File: src/rtl/decode_stage_pkg.sv
// Shared decode definitions: opcodes, 8-bit instruction codes, class bit indices and decoded/FIFO records.
package decode_stage_pkg;

  localparam logic [6:0] OPC_LUI    = 7'b0110111;
  localparam logic [6:0] OPC_AUIPC  = 7'b0010111;
  localparam logic [6:0] OPC_JAL    = 7'b1101111;
  localparam logic [6:0] OPC_JALR   = 7'b1100111;
  localparam logic [6:0] OPC_BRANCH = 7'b1100011;
  localparam logic [6:0] OPC_LOAD   = 7'b0000011;
  localparam logic [6:0] OPC_STORE  = 7'b0100011;
  localparam logic [6:0] OPC_OPIMM  = 7'b0010011;
  localparam logic [6:0] OPC_OP     = 7'b0110011;
  localparam logic [6:0] OPC_FENCE  = 7'b0001111;
  localparam logic [6:0] OPC_SYSTEM = 7'b1110011;

  localparam logic [7:0] OP_ILLEGAL = 8'h00;
  localparam logic [7:0] OP_LUI     = 8'h01;
  localparam logic [7:0] OP_AUIPC   = 8'h02;
  localparam logic [7:0] OP_JAL     = 8'h03;
  localparam logic [7:0] OP_JALR    = 8'h04;
  localparam logic [7:0] OP_BEQ     = 8'h05;
  localparam logic [7:0] OP_BNE     = 8'h06;
  localparam logic [7:0] OP_BLT     = 8'h07;
  localparam logic [7:0] OP_BGE     = 8'h08;
  localparam logic [7:0] OP_BLTU    = 8'h09;
  localparam logic [7:0] OP_BGEU    = 8'h0A;
  localparam logic [7:0] OP_LB      = 8'h0B;
  localparam logic [7:0] OP_LH      = 8'h0C;
  localparam logic [7:0] OP_LW      = 8'h0D;
  localparam logic [7:0] OP_LBU     = 8'h0E;
  localparam logic [7:0] OP_LHU     = 8'h0F;
  localparam logic [7:0] OP_SB      = 8'h10;
  localparam logic [7:0] OP_SH      = 8'h11;
  localparam logic [7:0] OP_SW      = 8'h12;
  localparam logic [7:0] OP_ADDI    = 8'h13;
  localparam logic [7:0] OP_SLTI    = 8'h14;
  localparam logic [7:0] OP_SLTIU   = 8'h15;
  localparam logic [7:0] OP_XORI    = 8'h16;
  localparam logic [7:0] OP_ORI     = 8'h17;
  localparam logic [7:0] OP_ANDI    = 8'h18;
  localparam logic [7:0] OP_SLLI    = 8'h19;
  localparam logic [7:0] OP_SRLI    = 8'h1A;
  localparam logic [7:0] OP_SRAI    = 8'h1B;
  localparam logic [7:0] OP_ADD     = 8'h1C;
  localparam logic [7:0] OP_SUB     = 8'h1D;
  localparam logic [7:0] OP_SLL     = 8'h1E;
  localparam logic [7:0] OP_SLT     = 8'h1F;
  localparam logic [7:0] OP_SLTU    = 8'h20;
  localparam logic [7:0] OP_XOR     = 8'h21;
  localparam logic [7:0] OP_SRL     = 8'h22;
  localparam logic [7:0] OP_SRA     = 8'h23;
  localparam logic [7:0] OP_OR      = 8'h24;
  localparam logic [7:0] OP_AND     = 8'h25;
  localparam logic [7:0] OP_FENCE   = 8'h26;
  localparam logic [7:0] OP_CSRRW   = 8'h27;
  localparam logic [7:0] OP_CSRRS   = 8'h28;
  localparam logic [7:0] OP_CSRRC   = 8'h29;
  localparam logic [7:0] OP_CSRRWI  = 8'h2A;
  localparam logic [7:0] OP_CSRRSI  = 8'h2B;
  localparam logic [7:0] OP_CSRRCI  = 8'h2C;
  // MUL..REMU are contiguous in funct3 order so the decoder can add funct3 to OP_MUL.
  localparam logic [7:0] OP_MUL     = 8'h2D;
  localparam logic [7:0] OP_MULH    = 8'h2E;
  localparam logic [7:0] OP_MULHSU  = 8'h2F;
  localparam logic [7:0] OP_MULHU   = 8'h30;
  localparam logic [7:0] OP_DIV     = 8'h31;
  localparam logic [7:0] OP_DIVU    = 8'h32;
  localparam logic [7:0] OP_REM     = 8'h33;
  localparam logic [7:0] OP_REMU    = 8'h34;
  localparam logic [7:0] OP_ECALL   = 8'h35;
  localparam logic [7:0] OP_EBREAK  = 8'h36;

  localparam int CLS_W      = 13;
  localparam int CLS_LUI    = 0;
  localparam int CLS_AUIPC  = 1;
  localparam int CLS_JAL    = 2;
  localparam int CLS_JALR   = 3;
  localparam int CLS_BR     = 4;
  localparam int CLS_LD     = 5;
  localparam int CLS_ST     = 6;
  localparam int CLS_OPIMM  = 7;
  localparam int CLS_OP     = 8;
  localparam int CLS_FENCE  = 9;
  localparam int CLS_CSR    = 10;
  localparam int CLS_CSRI   = 11;
  localparam int CLS_MULDIV = 12;

  typedef struct packed {
    logic [7:0]       code;
    logic [4:0]       rd;
    logic [4:0]       rs1;
    logic [4:0]       rs2;
    logic [31:0]      imm;
    logic [11:0]      csr;
    logic [CLS_W-1:0] cls;
    logic             illegal;
  } dec_t;

  typedef struct packed {
    logic [31:0] pc;
    dec_t        dec;
  } entry_t;

  function automatic logic [CLS_W-1:0] cls_bit(input int idx);
    logic [CLS_W-1:0] v;
    v = '0;
    v[idx] = 1'b1;
    return v;
  endfunction

endpackage

File: src/rtl/decode_stage_inst_dec.sv
// Combinational RV32I(+M, SYSTEM) decoder: raw instruction word to decoded record.
// Illegal or disabled encodings collapse to an all-zero record with only the illegal flag set.
module rv32_inst_dec
  import decode_stage_pkg::*;
#(
  parameter bit EN_M_EXT = 1'b0,
  parameter bit EN_SYS   = 1'b1
) (
  input  logic [31:0] inst_i,
  output dec_t        dec_o
);

  logic [6:0]  opcode, f7;
  logic [2:0]  f3;
  logic [4:0]  rd, rs1, rs2;
  logic [31:0] imm_i, imm_s, imm_b, imm_u, imm_j, imm_sh;
  dec_t        d;
  logic        legal;

  assign opcode = inst_i[6:0];
  assign rd     = inst_i[11:7];
  assign f3     = inst_i[14:12];
  assign rs1    = inst_i[19:15];
  assign rs2    = inst_i[24:20];
  assign f7     = inst_i[31:25];

  assign imm_i  = {{20{inst_i[31]}}, inst_i[31:20]};
  assign imm_s  = {{20{inst_i[31]}}, inst_i[31:25], inst_i[11:7]};
  assign imm_b  = {{19{inst_i[31]}}, inst_i[31], inst_i[7], inst_i[30:25], inst_i[11:8], 1'b0};
  assign imm_u  = {inst_i[31:12], 12'b0};
  assign imm_j  = {{11{inst_i[31]}}, inst_i[31], inst_i[19:12], inst_i[20], inst_i[30:21], 1'b0};
  assign imm_sh = {27'b0, inst_i[24:20]};

  always_comb begin
    d     = '0;
    legal = 1'b1;
    case (opcode)
      OPC_LUI:   begin d.code = OP_LUI;   d.rd = rd; d.imm = imm_u; d.cls = cls_bit(CLS_LUI);   end
      OPC_AUIPC: begin d.code = OP_AUIPC; d.rd = rd; d.imm = imm_u; d.cls = cls_bit(CLS_AUIPC); end
      OPC_JAL:   begin d.code = OP_JAL;   d.rd = rd; d.imm = imm_j; d.cls = cls_bit(CLS_JAL);   end
      OPC_JALR: begin
        d.code = OP_JALR; d.rd = rd; d.rs1 = rs1; d.imm = imm_i; d.cls = cls_bit(CLS_JALR);
        legal  = (f3 == 3'b000);
      end
      OPC_BRANCH: begin
        d.rs1 = rs1; d.rs2 = rs2; d.imm = imm_b; d.cls = cls_bit(CLS_BR);
        case (f3)
          3'b000:  d.code = OP_BEQ;
          3'b001:  d.code = OP_BNE;
          3'b100:  d.code = OP_BLT;
          3'b101:  d.code = OP_BGE;
          3'b110:  d.code = OP_BLTU;
          3'b111:  d.code = OP_BGEU;
          default: legal  = 1'b0;
        endcase
      end
      OPC_LOAD: begin
        d.rd = rd; d.rs1 = rs1; d.imm = imm_i; d.cls = cls_bit(CLS_LD);
        case (f3)
          3'b000:  d.code = OP_LB;
          3'b001:  d.code = OP_LH;
          3'b010:  d.code = OP_LW;
          3'b100:  d.code = OP_LBU;
          3'b101:  d.code = OP_LHU;
          default: legal  = 1'b0;
        endcase
      end
      OPC_STORE: begin
        d.rs1 = rs1; d.rs2 = rs2; d.imm = imm_s; d.cls = cls_bit(CLS_ST);
        case (f3)
          3'b000:  d.code = OP_SB;
          3'b001:  d.code = OP_SH;
          3'b010:  d.code = OP_SW;
          default: legal  = 1'b0;
        endcase
      end
      OPC_OPIMM: begin
        d.rd = rd; d.rs1 = rs1; d.imm = imm_i; d.cls = cls_bit(CLS_OPIMM);
        case (f3)
          3'b000: d.code = OP_ADDI;
          3'b010: d.code = OP_SLTI;
          3'b011: begin d.code = OP_SLTIU; d.imm = {20'b0, inst_i[31:20]}; end
          3'b100: d.code = OP_XORI;
          3'b110: d.code = OP_ORI;
          3'b111: d.code = OP_ANDI;
          3'b001: begin d.code = OP_SLLI; d.imm = imm_sh; legal = (f7 == 7'b0000000); end
          default: begin
            d.imm = imm_sh;
            if (f7 == 7'b0000000)      d.code = OP_SRLI;
            else if (f7 == 7'b0100000) d.code = OP_SRAI;
            else                       legal  = 1'b0;
          end
        endcase
      end
      OPC_OP: begin
        d.rd = rd; d.rs1 = rs1; d.rs2 = rs2; d.cls = cls_bit(CLS_OP);
        if (f7 == 7'b0000001) begin
          d.code = OP_MUL + {5'b0, f3};
          d.cls  = cls_bit(CLS_MULDIV);
          legal  = EN_M_EXT;
        end else if (f7 == 7'b0000000) begin
          case (f3)
            3'b000:  d.code = OP_ADD;
            3'b001:  d.code = OP_SLL;
            3'b010:  d.code = OP_SLT;
            3'b011:  d.code = OP_SLTU;
            3'b100:  d.code = OP_XOR;
            3'b101:  d.code = OP_SRL;
            3'b110:  d.code = OP_OR;
            default: d.code = OP_AND;
          endcase
        end else if (f7 == 7'b0100000 && f3 == 3'b000) begin
          d.code = OP_SUB;
        end else if (f7 == 7'b0100000 && f3 == 3'b101) begin
          d.code = OP_SRA;
        end else begin
          legal = 1'b0;
        end
      end
      OPC_FENCE: begin
        d.code = OP_FENCE; d.imm = imm_i; d.cls = cls_bit(CLS_FENCE);
        legal  = (f3 == 3'b000);
      end
      OPC_SYSTEM: begin
        d.csr = inst_i[31:20]; d.rd = rd;
        case (f3)
          3'b000: begin
            d.csr = '0; d.rd = '0; d.cls = cls_bit(CLS_CSR);
            if (inst_i == 32'h0000_0073)      d.code = OP_ECALL;
            else if (inst_i == 32'h0010_0073) d.code = OP_EBREAK;
            else                              legal  = 1'b0;
          end
          3'b001: begin d.code = OP_CSRRW;  d.rs1 = rs1; d.cls = cls_bit(CLS_CSR);  end
          3'b010: begin d.code = OP_CSRRS;  d.rs1 = rs1; d.cls = cls_bit(CLS_CSR);  end
          3'b011: begin d.code = OP_CSRRC;  d.rs1 = rs1; d.cls = cls_bit(CLS_CSR);  end
          3'b101: begin d.code = OP_CSRRWI; d.imm = {27'b0, rs1}; d.cls = cls_bit(CLS_CSRI); end
          3'b110: begin d.code = OP_CSRRSI; d.imm = {27'b0, rs1}; d.cls = cls_bit(CLS_CSRI); end
          3'b111: begin d.code = OP_CSRRCI; d.imm = {27'b0, rs1}; d.cls = cls_bit(CLS_CSRI); end
          default: legal = 1'b0;
        endcase
        if (!EN_SYS) legal = 1'b0;
      end
      default: legal = 1'b0;
    endcase

    dec_o = d;
    if (!legal) begin
      dec_o         = '0;
      dec_o.illegal = 1'b1;
    end
  end

endmodule

File: src/rtl/decode_stage.sv
// Decode stage: decodes each accepted instruction and queues it in a DEPTH-entry FIFO, 1-cycle latency.
// in_ready_o depends only on the registered count (no pop-through when full); flush drops queue and input beat.
module decode_stage
  import decode_stage_pkg::*;
#(
  parameter int DEPTH    = 2,
  parameter bit EN_M_EXT = 1'b0,
  parameter bit EN_SYS   = 1'b1
) (
  input  logic              clk_i,
  input  logic              rst_n_i,
  input  logic              in_valid_i,
  output logic              in_ready_o,
  input  logic [31:0]       in_inst_i,
  input  logic [31:0]       in_pc_i,
  input  logic              flush_i,
  output logic              out_valid_o,
  input  logic              out_ready_i,
  output logic [31:0]       out_pc_o,
  output logic [7:0]        out_inst_o,
  output logic [4:0]        out_reg_dr_o,
  output logic [4:0]        out_reg_sr1_o,
  output logic [4:0]        out_reg_sr2_o,
  output logic [31:0]       out_imm_o,
  output logic [11:0]       out_csr_addr_o,
  output logic [CLS_W-1:0]  out_class_o,
  output logic              out_illegal_o
);

  localparam int AW = (DEPTH > 1) ? $clog2(DEPTH) : 1;
  localparam logic [AW:0] FULL_CNT = (AW+1)'(DEPTH);

  logic [AW-1:0] wr_ptr_q, wr_ptr_d, rd_ptr_q, rd_ptr_d;
  logic [AW:0]   count_q, count_d;
  entry_t        mem_q [DEPTH];
  entry_t        head;
  dec_t          dec;
  logic          push, pop;

  rv32_inst_dec #(
    .EN_M_EXT (EN_M_EXT),
    .EN_SYS   (EN_SYS)
  ) u_dec (
    .inst_i (in_inst_i),
    .dec_o  (dec)
  );

  assign in_ready_o  = (count_q != FULL_CNT);
  assign out_valid_o = (count_q != '0);
  assign push        = in_valid_i && in_ready_o && !flush_i;
  assign pop         = out_valid_o && out_ready_i;

  always_comb begin
    wr_ptr_d = wr_ptr_q;
    rd_ptr_d = rd_ptr_q;
    count_d  = count_q;
    if (flush_i) begin
      wr_ptr_d = '0;
      rd_ptr_d = '0;
      count_d  = '0;
    end else begin
      if (push) wr_ptr_d = wr_ptr_q + 1'b1;
      if (pop)  rd_ptr_d = rd_ptr_q + 1'b1;
      if (push && !pop)      count_d = count_q + 1'b1;
      else if (pop && !push) count_d = count_q - 1'b1;
    end
  end

  always_ff @(posedge clk_i or negedge rst_n_i) begin
    if (!rst_n_i) begin
      wr_ptr_q <= '0;
      rd_ptr_q <= '0;
      count_q  <= '0;
    end else begin
      wr_ptr_q <= wr_ptr_d;
      rd_ptr_q <= rd_ptr_d;
      count_q  <= count_d;
    end
  end

  // Storage needs no reset: an empty count masks every payload output.
  always_ff @(posedge clk_i) begin
    if (push) mem_q[wr_ptr_q] <= '{pc: in_pc_i, dec: dec};
  end

  assign head = out_valid_o ? mem_q[rd_ptr_q] : '0;

  assign out_pc_o       = head.pc;
  assign out_inst_o     = head.dec.code;
  assign out_reg_dr_o   = head.dec.rd;
  assign out_reg_sr1_o  = head.dec.rs1;
  assign out_reg_sr2_o  = head.dec.rs2;
  assign out_imm_o      = head.dec.imm;
  assign out_csr_addr_o = head.dec.csr;
  assign out_class_o    = head.dec.cls;
  assign out_illegal_o  = head.dec.illegal;

endmodule

File: config.mk
export PLATFORM = sky130hd
export DESIGN_NAME = decode_stage
export DESIGN_NICKNAME = d
export VERILOG_FILES = /design/src/rtl/decode_stage_pkg.sv /design/src/rtl/decode_stage_inst_dec.sv /design/src/rtl/decode_stage.sv
export SDC_FILE = /design/constraint.sdc
export NUM_CORES = 1
export LEC_CHECK = 0
export BUFFER_PORTS_ARGS = -buffer_cell sky130_fd_sc_hd__buf_2
export CAP_MARGIN = 10
export CORE_MARGIN = 10
export CORE_UTILIZATION = 30
export DETAILED_ROUTE_END_ITERATION = 8
export GPL_TIMING_DRIVEN = 0
export HOLD_SLACK_MARGIN = 0.08
export PLACE_DENSITY_LB_ADDON = 0.25
export SLEW_MARGIN = 20
export SYNTH_ARGS = -nofsm -noshare
export SYNTH_HDL_FRONTEND = slang
export SYNTH_HIERARCHICAL = 1
export SYNTH_SLANG_ARGS = --single-unit
File: constraint.sdc
create_clock -name clk_i -period 10.8 [get_ports clk_i]
set_clock_uncertainty 0.2 [all_clocks]
set_input_delay 0.54 -clock clk_i [delete_from_list [all_inputs] [get_ports clk_i]]
set_output_delay 0.54 -clock clk_i [all_outputs]
set_load 0.02 [all_outputs]
==> results of run 1 <==
synthesized netlist by cell type (5+ instances only):
master                     count
sky130_fd_sc_hd__a21oi_1      29
sky130_fd_sc_hd__a21oi_2      22
sky130_fd_sc_hd__a31oi_1       5
sky130_fd_sc_hd__and2_1       10
sky130_fd_sc_hd__and3b_1       5
sky130_fd_sc_hd__buf_2        10
sky130_fd_sc_hd__buf_4         8
sky130_fd_sc_hd__buf_6        12
sky130_fd_sc_hd__clkbuf_1     27
sky130_fd_sc_hd__edfxtp_1    226
sky130_fd_sc_hd__ha_1          7
sky130_fd_sc_hd__inv_1        13
sky130_fd_sc_hd__mux2i_1     115
sky130_fd_sc_hd__nand2_1      58
sky130_fd_sc_hd__nand2b_1      6
sky130_fd_sc_hd__nand3_1      13
sky130_fd_sc_hd__nor2_1      160
sky130_fd_sc_hd__nor3_1       22
sky130_fd_sc_hd__nor3b_1       8
sky130_fd_sc_hd__nor4_1       14
sky130_fd_sc_hd__o21ai_0      26
sky130_fd_sc_hd__o22ai_1       5
sky130_fd_sc_hd__or3_1         5
area by class of cell:
class                      count  area share, %
sequential                   230           50.1
multi-input combinational    572           26.0
timing repair buffer         246           11.0
clock buffer                  33           5.08
tap                          461           4.20
buffer                        57           2.52
clock inverter                15          0.674
inverter                      15          0.410
antenna                        1         0.0182
cell families after synthesis:
logic type               count (synthesis)  synth area share, %
AO/OA/AOI/OAI                          120                 7.41
XOR/XNOR                                 1               0.0808
adder cells (fa/ha/maj)                  7                0.807
buffers and inverters                   72                 3.71
flip-flops                             230                 63.5
multiplexers                           116                 10.7
other                                    1               0.0346
AND/OR/NAND/NOR                        325                 13.8
critical path, stage by stage:
cell                        delay (ps)
sky130_fd_sc_hd__buf_2             110
sky130_fd_sc_hd__clkbuf_1          380
sky130_fd_sc_hd__inv_1             180
sky130_fd_sc_hd__ha_1              330
sky130_fd_sc_hd__a2111oi_1         830
sky130_fd_sc_hd__nor3_1             70
sky130_fd_sc_hd__o21ai_0           240
sky130_fd_sc_hd__o311ai_1          200
sky130_fd_sc_hd__nor4_1            490
sky130_fd_sc_hd__buf_6             230
sky130_fd_sc_hd__buf_6             210
sky130_fd_sc_hd__a21oi_2            90
state kept, by name, indices dropped and copies added, names as in the netlist:
name,cells
wr_ptr_q,1
rd_ptr_q,1
count_q,2
mem_q,226
through the flow:
step | cell area, um2 | TNS (ps) | std cells | utilization, %
6_report | 13700 | 0 | 1630 | 38.5
5_1_grt | 13700 | 0 | 1629 | 38.5
4_1_cts | 13700 | 0 | 1629 | 38.5
3_5_place_dp | 12600 | 0 | 1547 | 35.4
3_3_place_gp | 12300 | -968640 | 1516 | 34.6
2_1_floorplan | 10900 | 0 | 874 | -
power groups by stage:
stage / clock (W) / sequential, W / combinational [W]
final: 0.000815 / 0.00101 / 0.000288
after global placement: 0 / 0.00104 / 0.000271
after global routing: 0.000882 / 0.00101 / 0.000312
after floorplan: 0 / 0.00103 / 0.000168
after detailed placement: 0 / 0.00103 / 0.000281
after CTS: 0.000842 / 0.00101 / 0.000292
layout by cell type, fill, tap and decap left out, types with 6 or more instances in the layout:
cell                            instances
sky130_fd_sc_hd__a21oi_1               29
sky130_fd_sc_hd__clkbuf_1              33
sky130_fd_sc_hd__nand2_1               58
sky130_fd_sc_hd__nand2b_1               6
sky130_fd_sc_hd__nor3_1                21
sky130_fd_sc_hd__and2_1                10
sky130_fd_sc_hd__a21oi_2               22
sky130_fd_sc_hd__dlygate4sd3_1         34
sky130_fd_sc_hd__edfxtp_1             226
sky130_fd_sc_hd__inv_1                 13
sky130_fd_sc_hd__buf_2                191
sky130_fd_sc_hd__ha_1                   7
sky130_fd_sc_hd__nor4_1                14
sky130_fd_sc_hd__nand3_1               13
sky130_fd_sc_hd__buf_4                 32
sky130_fd_sc_hd__buf_6                 19
sky130_fd_sc_hd__nor3b_1                7
sky130_fd_sc_hd__clkinv_1               9
sky130_fd_sc_hd__o21ai_0               26
sky130_fd_sc_hd__mux2i_1              115
sky130_fd_sc_hd__nor2_1               160
sky130_fd_sc_hd__clkbuf_16             27
final timing paths:
kind	slack [ps]	end	cells past startpoint
max	6920	mem_q[1][73]$_DFFE_PP_	12
min	150	count_q[1]$_DFFE_PN0P_	3
max reg2reg	7830	mem_q[0][40]$_DFFE_PP_	9
min reg2reg	400	wr_ptr_q$_DFFE_PN0P_	2
max in group asynchronous	10110	count_q[1]$_DFFE_PN0P_	2
min in group asynchronous	160	wr_ptr_q$_DFFE_PN0P_	2
metal layers:
metal  up-vias  track usage, %  part of all wire (%)
li1       3768               -                     -
met1      3889            19.5                    45
met2       223            24.8                    47
met3        47            3.03                   6.3
met4         2            3.80                   2.0
met5         -               0                 0.021
repair_timing:
action	4_1_cts	5_1_grt
hold endpoints to repair	72	0
hold buffers	34	0
gates resized for setup	0	0
==> key figures, run 1 <==
Status
  – Status: complete, no violations

Power and ir drop
  – Switching power: 0.000529 W
  – Total leakage power: 4.97 nW
  – Cell-internal power: 0.00158 W
  – Sequential share of power: 47.8%
  – Clock network fraction of total power: 38.6%
  – Pwr per Cell Area: 154 nW/um2
  – Net switching fraction of the power: 25.1%
  – Peak ir drop on the vdd network: 0.0776 mV
  – Final Power: 0.00211 W
  – Gate power share: 13.6%

Global route
  – Vias in the first global route: 8163
  – First-pass GRT wire length: 51100 um
  – Overall fraction of global-route tracks in use: 14.9%
  – GRT overflow: 0
  – Pin count of the biggest net entering global routing: 13
  – Initial antenna violation count: 2

Yosys
  – Synthesized area: 10800 um2
  – Largest area contributor in the netlist: sky130_fd_sc_hd__edfxtp_1
  – Async set-or-reset flop fraction in the synthesized netlist: 1.74%
  – Synthesized area divided by synthesized cell count: 12.4 um2
  – Cell types occupying the most area after synthesis: sky130_fd_sc_hd__edfxtp_1 63%, sky130_fd_sc_hd__mux2i_1 11%, sky130_fd_sc_hd__nor2_1 5.5%
  – Synth warnings: 6
  – Post-synthesis sequential area ratio: 63.5%
  – Area share of the leading cell type in the synthesized netlist: 62.6%
  – Number of instances in the synthesized netlist: 872
  – Flop and latch count out of synthesis: 230
  – Number of enable-type register cells in the synthesized netlist: 226
  – Prevailing post-synth register cell: sky130_fd_sc_hd__edfxtp_1
  – Distinct cell type count after synthesis: 58

CTS
  – Deepest level of the CTS H-tree: 1
  – CTS buffer count: 26
  – Number of buffers on the longest clock path: 3
  – Clock tree from TritonCTS: done
  – Sink count of the clock tree: 230
  – Source-to-sink clock delay at the later pin of the worst-skew pair: 520 ps
  – Setup repair bufs after CTS: 0
  – Worst-path clk slew: 60 ps
  – Root Buffer: sky130_fd_sc_hd__clkbuf_16

STA
  – Final-report setup violation count: 0
  – Max Clk Rate: 258 MHz
  – Final worst-path setup slack: 6920 ps
  – Min Tclk post-route: 3880 ps
  – Final Hold Violating Endpoints: 0
  – Actual transition at the worst max-transition pin: 1100 ps
  – Unrepaired setup endpoints after global routing: false
  – Max-slew headroom at the worst pin: 26.0%
  – Max Slew Vio Count: 0
  – Share of the clock period used by the worst path: 35.9%
  – Final hold slack: 152 ps

Drt
  – Detailed-route wire length per cell: 20.9 um
  – Number of iterations in the first detailed-routing pass: 5
  – DR vias: 7929
  – Number of routed nets with antenna violations: 0
  – Residual DRC: 0
  – Final wirelength: 34100 um
  – Initial detailed-routing violation count: 607
  – Vias per Instance: 4.86

Finish
  – Fill cell count: 3521
  – Area occupied by multi-input gates: 3580 um2
  – Storage cell area: 6890 um2
  – Area Overhead vs Synth: 26.7%
  – Share of final-layout standard cells stronger than drive strength 1: 26.5%
  – Final net count: 1224

Placement
  – Routability cong.: 0.915
  – Input/output buffers: 181
  – Detail Placement HPWL: 26000 um
  – Placement-stage worst setup slack: 6430 ps

Job
  – Max-cap violations: 0

Die
  – Die extent in y: 210 um
  – Die width: 210 um
  – Core box area: 35700 um2
  – Starting Density: 30.4%
  – Die area: 44200 um2
  – Number of placed I/O pins: 184
  – Total number of placement rows: 69

Setup path
  – Timing startpoint of the critical path: in_inst_i[12]
  – Req. time, crit path: 10840 ps
  – Category of the worst setup path launch point: primary input
  – Maximum fanout along the worst path: 10
  – Launch point of the worst reg-to-reg path: count_q[1]$_DFFE_PN0P_
  – Element type at the critical path end: register
  – Critical path class: primary input to register
  – Data arrival time at the worst-slack endpoint: 3920 ps

Worst hold path
  – Kind of path behind the tightest hold check: primary input to register
  – Startpoint of the tightest hold check path: out_ready_i
Note: power is estimated with default switching activity, not from simulation.
==> inputs of run 2 (changes only) <==
==> constraint.sdc (replaced) <==
create_clock -name clk_i -period 3.3 [get_ports clk_i]
set_clock_uncertainty 0.2 [all_clocks]
set_input_delay 0.165 -clock clk_i [delete_from_list [all_inputs] [get_ports clk_i]]
set_output_delay 0.165 -clock clk_i [all_outputs]
set_load 0.02 [all_outputs]
==> key figures, run 2 (synthesized netlist as in run 1, its figures left out) <==
Status
  – Status: complete, no violations

Drt
  – Residual DRC: 0
  – Detailed-route wire length per cell: 20.8 um
  – Initial detailed-routing violation count: 681
  – Final wirelength: 34300 um
  – Vias per Instance: 4.88
  – DR vias: 8061
  – Number of iterations in the first detailed-routing pass: 5
  – Number of routed nets with antenna violations: 0

Die
  – Die area: 44200 um2
  – Total number of placement rows: 69
  – Die width: 210 um
  – Core box area: 35700 um2
  – Die extent in y: 210 um
  – Starting Density: 30.4%
  – Number of placed I/O pins: 184

STA
  – Share of the clock period used by the worst path: 96.4%
  – Unrepaired setup endpoints after global routing: false
  – Actual transition at the worst max-transition pin: 1090 ps
  – Final Hold Violating Endpoints: 0
  – Max Slew Vio Count: 0
  – Final-report setup violation count: 0
  – Min Tclk post-route: 3180 ps
  – Final worst-path setup slack: 117 ps
  – Max Clk Rate: 314 MHz
  – Max-slew headroom at the worst pin: 26.7%

Setup path
  – Maximum fanout along the worst path: 10
  – Number of buffer and inverter instances along the worst setup path: 3
  – Cell at the slowest stage of the critical path: sky130_fd_sc_hd__dlygate4sd3_1
  – Category of the worst setup path launch point: primary input
  – Delay of the slowest critical-path stage: 530 ps
  – Element type at the critical path end: register
  – Crit-path leading delay family: simple AND/OR/NAND/NOR gates
  – Cell Chain, Critical Path: dlygate4sd3_1 -> buf_2 -> or2_2 -> nor2_1 -> nand3_1 -> a31oi_1 -> nor4_1 -> buf_2 -> a31oi_1
  – Critical path class: primary input to register
  – Data arrival time at the worst-slack endpoint: 3250 ps
  – Req. time, crit path: 3370 ps

Power and ir drop
  – Final Power: 0.00704 W
  – Pwr per Cell Area: 497 nW/um2
  – Total leakage power: 5.09 nW
  – Peak ir drop on the vdd network: 0.245 mV

Placement
  – Detail Placement HPWL: 25500 um
  – Routability cong.: 0.916
  – Post-placement cell area: 12600 um2
  – Placement-stage worst setup slack: -566 ps
  – Input/output buffers: 181

Finish
  – Util after Layout: 39.7%
  – Largest registers: mem_q: 226 flops, count_q: 2 flops
  – Most used cells in the layout excluding fill and tap cells: 226 x sky130_fd_sc_hd__edfxtp_1, 191 x sky130_fd_sc_hd__buf_2, 160 x sky130_fd_sc_hd__nor2_1
  – Ant diodes: 0
  – Final non-filler cell area: 14200 um2
  – Storage cell area: 6890 um2
  – Final net count: 1246
  – Leading cell type in the layout, fill and taps excluded: sky130_fd_sc_hd__edfxtp_1
  – Fill cell count: 3460
  – Flip-flop count of the largest register after layout: 226
  – Area occupied by multi-input gates: 3630 um2
  – Share of final-layout standard cells stronger than drive strength 1: 25.1%
  – Area Overhead vs Synth: 30.6%
  – Most flops, register: mem_q

CTS
  – Worst-path clk slew: 50 ps
  – Sink count of the clock tree: 230
  – CTS buffer count: 27
  – Clock tree from TritonCTS: done
  – Number of buffers on the longest clock path: 3
  – Deepest level of the CTS H-tree: 1
  – Source-to-sink clock delay at the later pin of the worst-skew pair: 520 ps
  – Root Buffer: sky130_fd_sc_hd__clkbuf_16

Global route
  – Initial antenna violation count: 0
  – GRT overflow: 0
  – Overall fraction of global-route tracks in use: 15.0%
  – First-pass GRT wire length: 51100 um
  – Vias in the first global route: 8129
  – Pin count of the biggest net entering global routing: 16

Job
  – Max-cap violations: 0

Worst hold path
  – Kind of path behind the tightest hold check: primary input to register
==> run 2: changes by cell type in the layout (fill, tap and decap cells not counted), sizes merged <==
cell	previous run	this run
buf	242	228
clkinv	14	13
dlygate4sd3	34	70
bufinv	1	2
diode	1	0
==> run 2: worst reg2reg max path, cell delays in order (launching register included) <==
cell	delay, ps
sky130_fd_sc_hd__dfrtp_1	440
sky130_fd_sc_hd__nor2b_4	170
sky130_fd_sc_hd__inv_4	70
sky130_fd_sc_hd__nand2_4	60
sky130_fd_sc_hd__nor3b_4	590
sky130_fd_sc_hd__buf_8	260
sky130_fd_sc_hd__buf_8	190
sky130_fd_sc_hd__buf_8	190
sky130_fd_sc_hd__buf_6	210
==> run 2: path summary, 6_finish.rpt <==
kind	start	end	slack [ps]	depth (start not counted)
max in group asynchronous	rst_n_i	count_q[1]$_DFFE_PN0P_	2350	3
worst max register to register	count_q[1]$_DFFE_PN0P_	mem_q[1][24]$_DFFE_PP_	610	8
min in group asynchronous	rst_n_i	count_q[0]$_DFFE_PN0P_	370	3
worst max-delay path	in_inst_i[2]	mem_q[0][74]$_DFFE_PP_	120	9
worst min register to register	count_q[1]$_DFFE_PN0P_	count_q[1]$_DFFE_PN0P_	470	2
worst min-delay path	in_inst_i[13]	mem_q[1][6]$_DFFE_PP_	100	3
==> run 2: routing by layer <==
layer | vias up | share of wire (%) | track usage, %
met2 | 242 | 47 | 24.8
met3 | 38 | 5.8 | 2.70
met5 | - | 0 | 0
met1 | 3974 | 46 | 20.1
li1 | 3807 | - | -
met4 | 0 | 1.5 | 3.07
==> run 2: what timing repair did <==
item,CTS,global route
setup endpoints to repair,4,109
pin swaps,0,0
hold buffers,69,1
setup buffers,0,0
resized for setup,1,4
hold endpoints to repair,204,2
==> run 2: power breakdown <==
| part | total (W) | internal (W) | switching (W) |
|---|---|---|---|
| Sequential | 0.00330 | 0.00328 | 0.0000214 |
| Combinational | 0.000989 | 0.000367 | 0.000622 |
| Clock | 0.00275 | 0.00164 | 0.00110 |
==> run 2: per-stage QoR <==
stage / std cells / TNS (ps) / hold slack (ps)
2_1_floorplan: 874 / -190390 / -331
3_3_place_gp: 1516 / -704170 / -219
3_5_place_dp: 1533 / -54090 / -223
4_1_cts: 1651 / 0 / 85.3
5_1_grt: 1651 / 0 / 115
6_report: 1651 / 0 / 100
==> run 2: layout make-up <==
class,instances,share of cell area (%)
plain buffers,56,2.42
clock buffers,34,4.95
clock inverters,15,0.812
inverters,15,0.415
multi-input cells,572,25.6
flip-flops and latches,230,48.6
well taps,461,4.07
repair buffers,268,13.1
